### src/rtl/multicycle_controller.sv
// Control FSM for a multicycle MIPS-style datapath: sequences fetch, decode and
// per-instruction execute/writeback steps, stalling on memory completion.
module multicycle_controller (
  input  logic       clk,
  input  logic       rst,
  input  logic [5:0] op,
  input  logic       zero,
  input  logic       mem_ready,
  output logic       iord,
  output logic       mem_write,
  output logic       ir_write,
  output logic       reg_dst,
  output logic       mem_to_reg,
  output logic       reg_write,
  output logic       alu_src_a,
  output logic [1:0] alu_src_b,
  output logic [1:0] alu_op,
  output logic [1:0] pc_src,
  output logic       pc_en,
  output logic [3:0] state
);

  typedef enum logic [3:0] {
    S_FETCH  = 4'd0,
    S_DECODE = 4'd1,
    S_MEMADR = 4'd2,
    S_MEMRD  = 4'd3,
    S_MEMWB  = 4'd4,
    S_MEMWR  = 4'd5,
    S_EXEC   = 4'd6,
    S_ALUWB  = 4'd7,
    S_BRANCH = 4'd8,
    S_ADDIEX = 4'd9,
    S_ADDIWB = 4'd10,
    S_JUMP   = 4'd11
  } state_t;

  localparam logic [5:0] OP_RTYPE = 6'b000000;
  localparam logic [5:0] OP_LW    = 6'b100011;
  localparam logic [5:0] OP_SW    = 6'b101011;
  localparam logic [5:0] OP_BEQ   = 6'b000100;
  localparam logic [5:0] OP_ADDI  = 6'b001000;
  localparam logic [5:0] OP_J     = 6'b000010;

  state_t state_q;
  state_t state_d;
  state_t dec_state;

  // State register with synchronous reset.
  always_ff @(posedge clk) begin
    if (rst) begin
      state_q <= S_FETCH;
    end else begin
      state_q <= state_d;
    end
  end

  // Next-state logic; op is consulted only here.
  always_comb begin
    state_d = S_FETCH;
    case (state_q)
      S_FETCH:  state_d = mem_ready ? S_DECODE : S_FETCH;
      S_DECODE: begin
        case (op)
          OP_LW, OP_SW: state_d = S_MEMADR;
          OP_RTYPE:     state_d = S_EXEC;
          OP_BEQ:       state_d = S_BRANCH;
          OP_ADDI:      state_d = S_ADDIEX;
          OP_J:         state_d = S_JUMP;
          default:      state_d = S_FETCH;
        endcase
      end
      S_MEMADR: state_d = (op == OP_SW) ? S_MEMWR : S_MEMRD;
      S_MEMRD:  state_d = mem_ready ? S_MEMWB : S_MEMRD;
      S_MEMWR:  state_d = mem_ready ? S_FETCH : S_MEMWR;
      S_EXEC:   state_d = S_ALUWB;
      S_ADDIEX: state_d = S_ADDIWB;
      default:  state_d = S_FETCH;
    endcase
  end

  // While reset is held the outputs show the FETCH decode without any loads.
  assign dec_state = rst ? S_FETCH : state_q;

  // Moore-style output decode, plus mem_ready/zero qualified enables.
  always_comb begin
    iord       = 1'b0;
    mem_write  = 1'b0;
    ir_write   = 1'b0;
    reg_dst    = 1'b0;
    mem_to_reg = 1'b0;
    reg_write  = 1'b0;
    alu_src_a  = 1'b0;
    alu_src_b  = 2'b00;
    alu_op     = 2'b00;
    pc_src     = 2'b00;
    pc_en      = 1'b0;
    case (dec_state)
      S_FETCH: begin
        alu_src_b = 2'b01;
        ir_write  = mem_ready & ~rst;
        pc_en     = mem_ready & ~rst;
      end
      S_DECODE: alu_src_b = 2'b11;
      S_MEMADR, S_ADDIEX: begin
        alu_src_a = 1'b1;
        alu_src_b = 2'b10;
      end
      S_MEMRD: iord = 1'b1;
      S_MEMWR: begin
        iord      = 1'b1;
        mem_write = 1'b1;
      end
      S_MEMWB: begin
        mem_to_reg = 1'b1;
        reg_write  = 1'b1;
      end
      S_EXEC: begin
        alu_src_a = 1'b1;
        alu_op    = 2'b10;
      end
      S_ALUWB: begin
        reg_dst   = 1'b1;
        reg_write = 1'b1;
      end
      S_ADDIWB: reg_write = 1'b1;
      S_BRANCH: begin
        alu_src_a = 1'b1;
        alu_op    = 2'b01;
        pc_src    = 2'b01;
        pc_en     = zero;
      end
      S_JUMP: begin
        pc_src = 2'b10;
        pc_en  = 1'b1;
      end
      default: begin
        iord = 1'b0;
      end
    endcase
  end

  assign state = state_q;

endmodule

### config.mk
export PLATFORM = sky130hd
export DESIGN_NAME = multicycle_controller
export DESIGN_NICKNAME = d
export VERILOG_FILES = /design/src/rtl/multicycle_controller.sv
export SDC_FILE = /design/constraint.sdc
export NUM_CORES = 1
export LEC_CHECK = 0
export BUFFER_PORTS_ARGS = -buffer_cell sky130_fd_sc_hd__buf_2
export CAP_MARGIN = 20
export CORE_UTILIZATION = 40
export DETAILED_ROUTE_END_ITERATION = 8
export MAX_ROUTING_LAYER = met4
export PLACE_DENSITY = 0.71
export SYNTH_ARGS = -nofsm -noshare
export SYNTH_HDL_FRONTEND = slang
export SYNTH_SLANG_ARGS = --single-unit
### constraint.sdc
create_clock -name clk -period 2.4 [get_ports clk]
set_clock_uncertainty 0.2 [all_clocks]
set_input_delay 0.6 -clock clk [delete_from_list [all_inputs] [get_ports clk]]
set_output_delay 0.6 -clock clk [all_outputs]
set_load 0.02 [all_outputs]
# Word-level counts from Yosys, hierarchy flattened
# Cells that the tools add are included.
# Widths: inputs -> output; s select.
# word_totals
reg_bits	4
input_bits	10
# op_classes
eq_ne	22
muxes	18
bitwise_logic	2
reduce_logical	8
# op_table
op	n
$pmux 4 s7	1
$eq 4x3->1 const B	6
$eq 4x4->1 const B	5
$pmux 4 s5	1
$eq 4x2->1 const B	4
$eq 6x6->1 const B	2
$mux 3	3
$eq 4x1->1 const B	2
$logic_not 4->1	2
$mux 1	8
$pmux 2 s2	2
$eq 6x2->1 const B	1
$eq 6x3->1 const B	1
$eq 6x4->1 const B	1
$logic_not 6->1	1
$pmux 2 s3	1
$reduce_or 2->1	3
$mux 4	1
$reduce_or 4->1	1
$pmux 1 s3	1
$reduce_or 3->1	1
$and 1x1->1	1
$not 1->1	1

# Depth between registers and ports, before layout
# depth
word_depth	4
depth_mapped	6
depth_no_buf	4

# Worst setup path before layout
# OpenSTA, ideal clock, no wires.
# synth_path
kind	input to output
from	in rst
to	out pc_en
arrival_ns	1.797
setup_slack_ns	-0.197
stages	3
path_cell_list	or3_1 > nor4b_2 > or2_2
# synth_between
elab_chain_len	3
elab_cells_between_ends	7
# synth_rtl
item	line	rtl
start, declared	5	input logic rst,
$mux 4 / $not 1->1 (equally long branches)	83, 102	
$eq 4x4->1, or another cell as far along	98	case (dec_state)
$pmux 1 s3 *	98	
end, declared	19	output logic pc_en,
# Every way passes the cells marked *; elsewhere a longest branch is shown, timed or not.

# Worst setup path in the final report
# Same ends and word-level chain as after synthesis.

==> implementation parameters <==
Parameter                              Value

Synth
  Sequential area share after synthesis ... 14.25%
  Most common cell in the synthesized netlist ... nor2_1
  Share of flip-flops with an asynchronous set or reset ... 0%
  Post-synth EDFFs ... 0
  Leading area contributor after synthesis ... dfxtp_1
  Total of flip-flops plus latches after synthesis ... 4
  Number of different library cells in the post-synthesis netlist ... 34
  Share of the synthesized area in compound gates (AO/OA/AOI/OAI) ... 19.38%
  Number of instances in the synthesized netlist ... 79
  Synthesized cell area ... 561.8 sq um
  Area share of and/or/nand/nor cells after synthesis ... 51.67%
  Mux share of post-synthesis cell area ... 4.009%
  Synth Warn # ... 0
  Post-Synth Adder-Cell Area ... 0%
  Biggest area contributors in the synthesized netlist ... dfxtp_1 (14%), a21oi_1 (7.1%), nor3b_1 (6.7%)
  Most used standard cells in the synthesized netlist ... nor2_1 (9), a21oi_1 (8), nor3_1 (6)
  Syn nets ... 89
  Share of Yosys cell area claimed by the top area cell type ... 14.25%
  Dominant combinational cell family by area after synthesis ... simple AND/OR/NAND/NOR gates
  Synthesized-area fraction occupied by xor and xnor cells ... 3.118%
  Leading register cell type out of synthesis ... dfxtp_1
  Mean Syn Cell Area ... 7.111 sq um

Layout
  Utilization after layout ... 60.96%
  Area used by sequential logic in the layout ... 85.08 sq um
  Filler Cell Count ... 139
  Fraction of layout cells with a size suffix above 1 ... 47.66%
  Nets ... 119
  Max FFs per register ... 4
  P&R area growth vs syn ... 41.20%
  Area occupied by multi-input gates ... 471.7 sq um
  Diode count ... 0

Pwr
  Share of power burned in registers ... 31.5%
  Proportion of total power due to net switching ... 29.29%
  Worst VDD drop ... 0.0002090 V
  Standby leakage power ... 0.3353 nW
  Switching pwr ... 0.06453 mW
  P_int ... 0.1558 mW
  Part of the power in combinational logic ... 31.1%
  Clk pwr share ... 37.4%
  Pwr dens ... 277.7 nW/um^2

Clocking
  Maximum count of clock buffers along a single path ... 2
  Inserted Clock Buffers ... 3
  Number of buffers inserted by post-CTS setup repair ... 0
  Insertion delay to the later sink of the worst-skew pair ... 0.23 ns
  TritonCTS clock tree ... yes
  Htree depth ... 1
  Post-CTS clock slew at the launch and capture registers of the worst setup and hold paths ... 0.04 ns
  Clock root buffer ... clkbuf_4
  Clk sinks ... 4

Status
  Result of the run ... completed

Setup path
  Data required time of the critical path ... 1.60 ns
  Register-to-Register Path Depth ... 5
  Crit end category ... primary output
  FF-to-FF Start ... state[1]$_SDFF_PP0_
  Timing startpoint of the critical path ... rst
  Critical path launch point type ... input pin
  Crit-path max cell delay ... 0.34 ns
  Cell-by-cell trace of the critical path ... buf_6 -> or3_4 -> nor4b_4 -> or2_4 -> buf_6
  Worst reg2reg path endpoint ... state[3]$_SDFF_PP0_
  Critical-path maximum fanout ... 2
  Most repeated library cell on the critical path ... buf_6
  Worst setup path endpoint ... pc_en
  Critical Path Slowest Stage Cell ... or3_4
  Reg-to-reg setup timing slack ... 0.53 ns
  Class of the most critical setup path ... in -> out
  Data arrival at the endpoint of the critical path ... 1.58 ns

STA
  Worst path setup slack after routing ... 0.02449 ns
  Fin crit period ... 2.376 ns
  Count of final hold-check violations ... 0
  Slew Limit Headroom ... 76.51%
  Post-route fraction of the period consumed by the critical path ... 98.98%
  Final-report max-slew violation count ... 0
  Maximum operating frequency ... 421.0 MHz
  Finish-stage setup viols ... 0
  Worst Tran Pin Value ... 0.3517 ns
  RSZ-0062 raised after global routing ... true

Global routing
  Pin count of the biggest net entering global routing ... 19
  Number of global-route vias before repair ... 488
  First-pass GRT wire length ... 2070 um
  Antenna violations before repair ... 0
  Global-route usage over all layers ... 19.21%
  Grt ovf ... 0

Floorplan
  Number of placement rows ... 13
  Area enclosed by the die boundary ... 1558 sq um
  Total I/O pin count ... 28
  Die X-Extent ... 39.48 um
  Overall die height ... 39.48 um
  Initial Util ... 43.17%
  Area inside the core boundary ... 1301 sq um

Route
  Detailed-route wire length ... 1475 um
  Total DRC errors in the routed layout ... 0
  Detailed-route via count ... 671
  Routed wire per std cell ... 12.09 um
  Via/cell ratio ... 5.500
  Antenna viol nets, final ... 0
  Initial detailed-routing violation count ... 20
  Detailed Routing Iterations Pass 1 ... 4

Placement
  Final weighted congestion in routability-driven placement ... 0.7911
  Post-place setup slack ... -0.07106 ns
  Post-DP HPWL ... 1022 um
  Port Buffers ... 27

Run
  Max Cap Violations ... 0

Min path
  Path type of the worst min-delay path ... in -> reg
-- worst min path at each step --
stage                        startpoint  cells after the start                  end  slack, ns
floorplan                         op[2]                      2  state[3]$_SDFF_PP0_       0.54
global placement    state[0]$_SDFF_PP0_                      3  state[1]$_SDFF_PP0_       0.53
detailed placement  state[0]$_SDFF_PP0_                      3  state[1]$_SDFF_PP0_       0.53
CTS                               op[2]                      3  state[3]$_SDFF_PP0_       0.44
global route                      op[2]                      3  state[3]$_SDFF_PP0_       0.45
finish                            op[2]                      3  state[3]$_SDFF_PP0_       0.43
-- power by group through the flow --
| stage | logic (mW) | clock network (mW) | registers, mW |
|---|---|---|---|
| global route | 0.0749 | 0.0904 | 0.0698 |
| CTS | 0.0654 | 0.0811 | 0.0703 |
| detailed placement | 0.0635 | 0 | 0.0712 |
| floorplan | 0.0362 | 0 | 0.0732 |
| global placement | 0.0621 | 0 | 0.0712 |
| finish | 0.0685 | 0.0824 | 0.0694 |
-- critical path: cells and delay by family --
kind,cells,cell delay [ns]
simple gates,3,0.77
buf+inv,2,0.19
-- routing by layer --
| metal | vias up | GRT usage [%] | share of wire [%] | routed length (um) |
|---|---|---|---|---|
| li1 | 350 | - | - | - |
| met1 | 300 | 25.93 | 46 | 675 |
| met2 | 21 | 31.56 | 50 | 743 |
| met3 | 0 | 3.409 | 3.8 | 56 |
| met4 | 0 | 0 | 0 | 0 |
| met5 | - | - | 0 | 0 |
-- cell type report --
cell class,count,share of cell area [%]
multi-input cells,67,59.46
repair buffers,33,24.61
flip-flops and latches,4,10.73
clock buffers,3,2.839
well taps,15,2.366
-- what timing repair did --
item / 4_1_cts / 5_1_grt
gates resized for setup: 3 / 10
hold endpoints to repair: 0 / 0
pin swaps: 0 / 3
hold buffers: 0 / 0
endpoints found under the setup margin: 3 / 3
-- placed cells by master, fill, tap and decap left out, drive strengths merged, types with 3 or more instances in the layout --
cell type,n
buf,33
nor2,9
a21oi,8
nor3,6
nor3b,5
nand2b,5
o21ai,5
dfxtp,4
nand3b,3
clkbuf,3
nor4b,3
-- per-stage QoR --
| stage | instances | hold slack (ns) | total power, mW | TNS, ns | instance area, sq um |
|---|---|---|---|---|---|
| after floorplan | 79 | 0.5405 | 0.1094 | -0.06894 | 576.8 |
| after global placement | 119 | 0.5257 | 0.1333 | -0.03762 | 733.2 |
| after detailed placement | 119 | 0.5311 | 0.1346 | -0.07989 | 733.2 |
| after CTS | 122 | 0.4429 | 0.2168 | -0.02039 | 764.5 |
| after global routing | 122 | 0.4543 | 0.2351 | -0.03224 | 793.3 |
| final | 122 | 0.4296 | 0.2203 | 0 | 793.3 |
-- cell families (layout without fill, tap and decap cells) --
group | count (synthesis) | after routing
xor gates and xnor gates | 2 | 2
muxes | 2 | 2
AOI/OAI and AO/OA | 19 | 19
DFF | 4 | 4
buffers and inverters | 8 | 36
and+or+nand+nor | 44 | 44
Power figures use the tool's default switching activity.
